==> config.mk <==
export PLATFORM = sky130hd
export DESIGN_NAME = temp_avg_sequencer
export DESIGN_NICKNAME = d
export VERILOG_FILES = /design/src/rtl/temp_avg_sequencer.sv
export SDC_FILE = /design/constraint.sdc
export NUM_CORES = 1
export LEC_CHECK = 0
export ABC_AREA = 0
export BUFFER_PORTS_ARGS = -buffer_cell sky130_fd_sc_hd__buf_2
export CELL_PAD_IN_SITES_DETAIL_PLACEMENT = 1
export CELL_PAD_IN_SITES_GLOBAL_PLACEMENT = 2
export CORE_ASPECT_RATIO = 1.25
export CORE_MARGIN = 10
export CORE_UTILIZATION = 37
export CTS_BUF_LIST = sky130_fd_sc_hd__clkbuf_8
export CTS_CLUSTER_SIZE = 28
export DETAILED_ROUTE_END_ITERATION = 12
export PLACE_DENSITY = 0.88
export SLEW_MARGIN = 40
export SYNTH_ARGS = -nofsm -noshare
export SYNTH_HDL_FRONTEND = slang
export SYNTH_SLANG_ARGS = --single-unit
==> constraint.sdc <==
create_clock -name clk_i -period 13.4 [get_ports clk_i]
set_input_delay 0.67 -clock clk_i [delete_from_list [all_inputs] [get_ports clk_i]]
set_output_delay 0.67 -clock clk_i [all_outputs]
set_load 0.005 [all_outputs]
==> src/rtl/temp_avg_sequencer.sv <==
//==============================================================================
// Module      : temp_avg_sequencer
// Description : Snapshots the sensor readings and active flags, accumulates the
//               active readings one sensor per cycle, then divides the sum by the
//               active count with a restoring divider (one quotient bit per
//               cycle). Quotient, remainder and count feed the display stage.
// Revision    : 1.0 - initial release
//==============================================================================
`default_nettype none

module temp_avg_sequencer #(
  parameter int NR_SENSORS = 25,
  parameter int TEMP_W     = 8
) (
  input  logic                         clk_i,
  input  logic                         rst_i,
  input  logic                         start_i,
  input  logic [NR_SENSORS*TEMP_W-1:0] sensors_temp_i,
  input  logic [NR_SENSORS-1:0]        sensors_active_i,
  output logic                         busy_o,
  output logic                         done_o,
  output logic [15:0]                  temp_Q_o,
  output logic [15:0]                  temp_R_o,
  output logic [7:0]                   active_sensors_nr_o,
  output logic                         no_sensor_o
);

  localparam logic [7:0] LAST_IDX = 8'(NR_SENSORS - 1);

  typedef enum logic [1:0] {
    S_IDLE = 2'd0,
    S_SCAN = 2'd1,
    S_DIV  = 2'd2,
    S_DONE = 2'd3
  } state_t;

  state_t                         state_q;
  // Snapshots are consumed from the LSB end; shifting avoids a wide indexed mux.
  logic [NR_SENSORS*TEMP_W-1:0]   temps_q;
  logic [NR_SENSORS-1:0]          act_q;
  // sum_q is the accumulator in SCAN and the dividend/quotient register in DIV.
  logic [15:0]                    sum_q;
  logic [7:0]                     cnt_q;
  logic [7:0]                     idx_q;
  logic [15:0]                    rem_q;
  logic [3:0]                     bit_q;
  logic                           busy_q;
  logic                           done_q;
  logic [15:0]                    quo_out_q;
  logic [15:0]                    rem_out_q;
  logic [7:0]                     nr_out_q;
  logic                           nos_q;

  logic [15:0] temp_ext_d;
  logic [15:0] sum_d;
  logic [7:0]  cnt_d;
  logic [15:0] rem_sh_d;
  logic        rem_ge_d;
  logic [15:0] rem_d;
  logic [15:0] dvd_d;

  // Accumulate step for the current sensor and one restoring-division step.
  always_comb begin
    temp_ext_d = 16'(temps_q[TEMP_W-1:0]);
    sum_d      = act_q[0] ? (sum_q + temp_ext_d) : sum_q;
    cnt_d      = act_q[0] ? (cnt_q + 8'd1) : cnt_q;
    // Remainder is always below count (< 256), so the shifted value fits in 16 bits.
    rem_sh_d   = {rem_q[14:0], sum_q[15]};
    rem_ge_d   = (rem_sh_d >= {8'd0, cnt_q});
    rem_d      = rem_ge_d ? (rem_sh_d - {8'd0, cnt_q}) : rem_sh_d;
    dvd_d      = {sum_q[14:0], rem_ge_d};
  end

  // Sequencer FSM with registered result and status outputs.
  always_ff @(posedge clk_i or posedge rst_i) begin
    if (rst_i) begin
      state_q   <= S_IDLE;
      temps_q   <= '0;
      act_q     <= '0;
      sum_q     <= '0;
      cnt_q     <= '0;
      idx_q     <= '0;
      rem_q     <= '0;
      bit_q     <= '0;
      busy_q    <= 1'b0;
      done_q    <= 1'b0;
      quo_out_q <= '0;
      rem_out_q <= '0;
      nr_out_q  <= '0;
      nos_q     <= 1'b0;
    end else begin
      done_q <= 1'b0;
      case (state_q)
        S_IDLE: begin
          if (start_i) begin
            temps_q <= sensors_temp_i;
            act_q   <= sensors_active_i;
            sum_q   <= '0;
            cnt_q   <= '0;
            idx_q   <= '0;
            busy_q  <= 1'b1;
            state_q <= S_SCAN;
          end
        end
        S_SCAN: begin
          sum_q   <= sum_d;
          cnt_q   <= cnt_d;
          temps_q <= temps_q >> TEMP_W;
          act_q   <= act_q >> 1;
          idx_q   <= idx_q + 8'd1;
          if (idx_q == LAST_IDX) begin
            rem_q   <= '0;
            bit_q   <= '0;
            state_q <= (cnt_d != 8'd0) ? S_DIV : S_DONE;
          end
        end
        S_DIV: begin
          sum_q <= dvd_d;
          rem_q <= rem_d;
          bit_q <= bit_q + 4'd1;
          if (bit_q == 4'd15) begin
            state_q <= S_DONE;
          end
        end
        S_DONE: begin
          done_q <= 1'b1;
          busy_q <= 1'b0;
          if (cnt_q == 8'd0) begin
            quo_out_q <= '0;
            rem_out_q <= '0;
            nr_out_q  <= '0;
            nos_q     <= 1'b1;
          end else begin
            quo_out_q <= sum_q;
            rem_out_q <= rem_q;
            nr_out_q  <= cnt_q;
            nos_q     <= 1'b0;
          end
          state_q <= S_IDLE;
        end
        default: state_q <= S_IDLE;
      endcase
    end
  end

  assign busy_o              = busy_q;
  assign done_o              = done_q;
  assign temp_Q_o            = quo_out_q;
  assign temp_R_o            = rem_out_q;
  assign active_sensors_nr_o = nr_out_q;
  assign no_sensor_o         = nos_q;

endmodule

`default_nettype wire

==> results.tsv <==
metric	value	unit
Final Critical Period	3332	ps
clock-pin slew on the worst setup and hold paths	60	ps
largest net degree at the start of global routing	131	
mean post-synth cell area	10.33	um^2
peak supply drop	0.1046	mV
TritonCTS clock tree	done	
DRT Pass-1 Iters	4	
# nets final	1974	
max-slew violations	0	
sequential fraction of the synthesis area	0.5274	
outcome	finished, final reports clean	
Worst EP required	13820	ps
clock root cell	clkbuf_8	
worst hold slack	151.1	ps
synthesis-stage register bit count	322	
R2R Path Start	state_q[1]	
Worst Clk Skew	19.29	ps
Synth-to-Final Area Change	19.08	%
synthesized instance count	1479	
Mapped Area	0.01528	mm^2
Worst setup SP type	register	
library cells used by synthesis	68	
die height	247.2	um
RD Place Congestion	0.8110	
WL/cell	19.06	um
total die area	0.04988	mm^2
P_leak	8.587	nW
Primary FF master, synth	dfrtp_1	
fillers	4727	
Core Footprint	0.04092	mm^2
setup TNS	0	ps
Post-synth EDFFs	0	
leading cell types in the layout, fill and taps excluded	322 x dfrtp_1, 278 x nand2_1, 270 x buf_2, 247 x o21ai_0, 223 x mux2i_1	
worst setup path category	register to register	
r2r setup slk	10070	ps
chip width	201.8	um
clock latency on the worst-skew pair	590	ps
row count	83	
Tcrit/Tclk final	0.2487	
GRT Residual Overflow	0	
DP HPWL	31710	um
Initial DRC Count	545	
CTS Buffer Depth	3	
Post-route DRC	0	
CTS-repair resized insts	0	
H-tree depth	2	
final setup fails	0	
final hold vios	0	
gr usage total	0.1748	
Hold-fix buffers, CTS	0	
synth warn	0	
Syn Nets	1734	
I/O Pins	271	
Via Count	11864	
Fmax	0.3001	GHz
first-pass GRT wire length	71270	um
Initial Util	0.3734	
RSZ-0062 raised after global routing	no	
most common cell after layout, fill and taps aside	dfrtp_1	
DRT antenna net count	0	
Num CTS Buffers	52	
setup bufs post-CTS	0	
Num Clock Sinks	322	
Power Dens Cells	236.3	mW/mm^2
normalized max-slew margin	0.4685	
reg2reg end	act_q[16]	
layout cells sized above 1	0.2142	
Max Fanout on Critical Path	122	
worst-case reg-to-reg path depth	8	
Async SR Flop Fraction	1.000	
initial antenna violation count	26	
vias in the first global route	13049	
port buffer count	270	
Crit. End Element	register	
max cap viols	0	
CP Data Arrival Time	3750	ps
Hold Path Class	input port to async pin	
crit path launch	state_q[1]	
worst slew pin tran	797.2	ps
post-DR vias/cell	5.123	
total wire length	44140	um
[power breakdown]
part	switching, W	internal (W)	total, W	leakage (nW)
sequential	0.000283	0.00139	0.00168	4.10
combinational	0.00107	0.000723	0.00179	3.91
clock	0.000394	0.000438	0.000832	0.579
[layout make-up]
class	instances	area [um^2]	share of cell area
Antenna cell	13	32.53	0.001788
Clock buffer	63	867.1	0.04765
Clock inverter	23	117.6	0.006464
Inverter	22	96.34	0.005295
Multi-Input combinational cell	1037	6793	0.3733
Sequential cell	322	8058	0.4429
Tap cell	552	690.7	0.03796
Timing Repair Buffer	284	1540	0.08465
[layer usage]
metal  track usage  share of wire  wire length (um)  up-vias
li1              -              -                 -     5715
met1        0.1999           0.41             18030     5804
met2        0.3073           0.51             22450      229
met3       0.05329          0.059              2616       88
met4       0.05490          0.020               901       28
met5             0         0.0035               156        -
[stage by stage]
step | setup WS (ps) | util | instance area, um^2 | std cells | total power [W]
final | 10070 | 0.4447 | 18200 | 2316 | 0.004299
after global routing | 9785 | 0.4444 | 18180 | 2312 | 0.004703
after CTS | 10090 | 0.4431 | 18130 | 2302 | 0.004368
after detailed placement | 10100 | 0.4191 | 17150 | 2216 | 0.003513
after global placement | 9357 | 0.4172 | 17070 | 2214 | 0.003384
after floorplan | 3817 | - | 15280 | 1479 | 0.002986
[state kept, by name, summed over array words and instances (netlist names), 2 cells and up]
| register | cells |
|---|---|
| temps_q | 200 |
| act_q | 25 |
| rem_q | 16 |
| sum_q | 16 |
| temp_Q_o | 16 |
| temp_R_o | 16 |
| active_sensors_nr_o | 8 |
| cnt_q | 8 |
| idx_q | 8 |
| bit_q | 4 |
| state_q | 2 |
[worst max path at each step]
stage / endpoint / slack, ps / cells past startpoint
4_1_cts: temps_q[81] / 10090 / 8
6_report: act_q[16] / 10070 / 8
3_5_place_dp: act_q[16] / 10100 / 8
5_1_grt: temps_q[84] / 9780 / 8
2_1_floorplan: act_q[0] / 3820 / 1
3_3_place_gp: act_q[23] / 9360 / 7
[kinds of logic (layout without fill, tap and decap cells)]
family | Yosys count | in the layout | share of synthesized area
compound gates | 381 | 381 | 0.1492
simple gates | 374 | 374 | 0.1041
flops | 322 | 322 | 0.5274
mux | 231 | 231 | 0.1520
buf+inv | 120 | 392 | 0.03054
fa+ha+maj | 27 | 27 | 0.02309
xor+xnor | 24 | 24 | 0.01376
other cells | 0 | 13 | 0
[cells in the mapped netlist (3+ instances only)]
library cell,count,area [um^2]
o22ai_1,4,25.02
ha_1,25,312.8
nor4_1,3,18.77
nor3_1,10,50.05
dfrtp_1,322,8058
and2_1,3,18.77
a32o_1,6,60.06
and3_1,6,37.54
mux2_2,8,90.09
o31ai_1,4,30.03
o31a_1,3,26.28
mux2i_1,223,2232
nand4_1,6,37.54
o211ai_1,3,22.52
nand3_1,14,70.07
inv_1,21,78.83
a21o_1,5,37.54
xor2_1,14,122.6
a22o_1,49,429.2
buf_1,3,11.26
nor2b_1,3,18.77
or3_1,5,31.28
o21ai_1,15,75.07
clkbuf_1,92,345.3
a21oi_1,16,80.08
o41ai_1,3,26.28
nand2_1,278,1044
nor2_1,28,105.1
xnor2_1,10,87.58
o21ai_0,247,1236
[worst max-delay path: stages (launching register included)]
cell	delay, ps
dfrtp_1	420
inv_1	110
ha_4	350
inv_1	280
o21a_4	210
buf_12	220
buf_6	560
buf_6	650
o21ai_0	220
(Power assumes the default switching activity.)
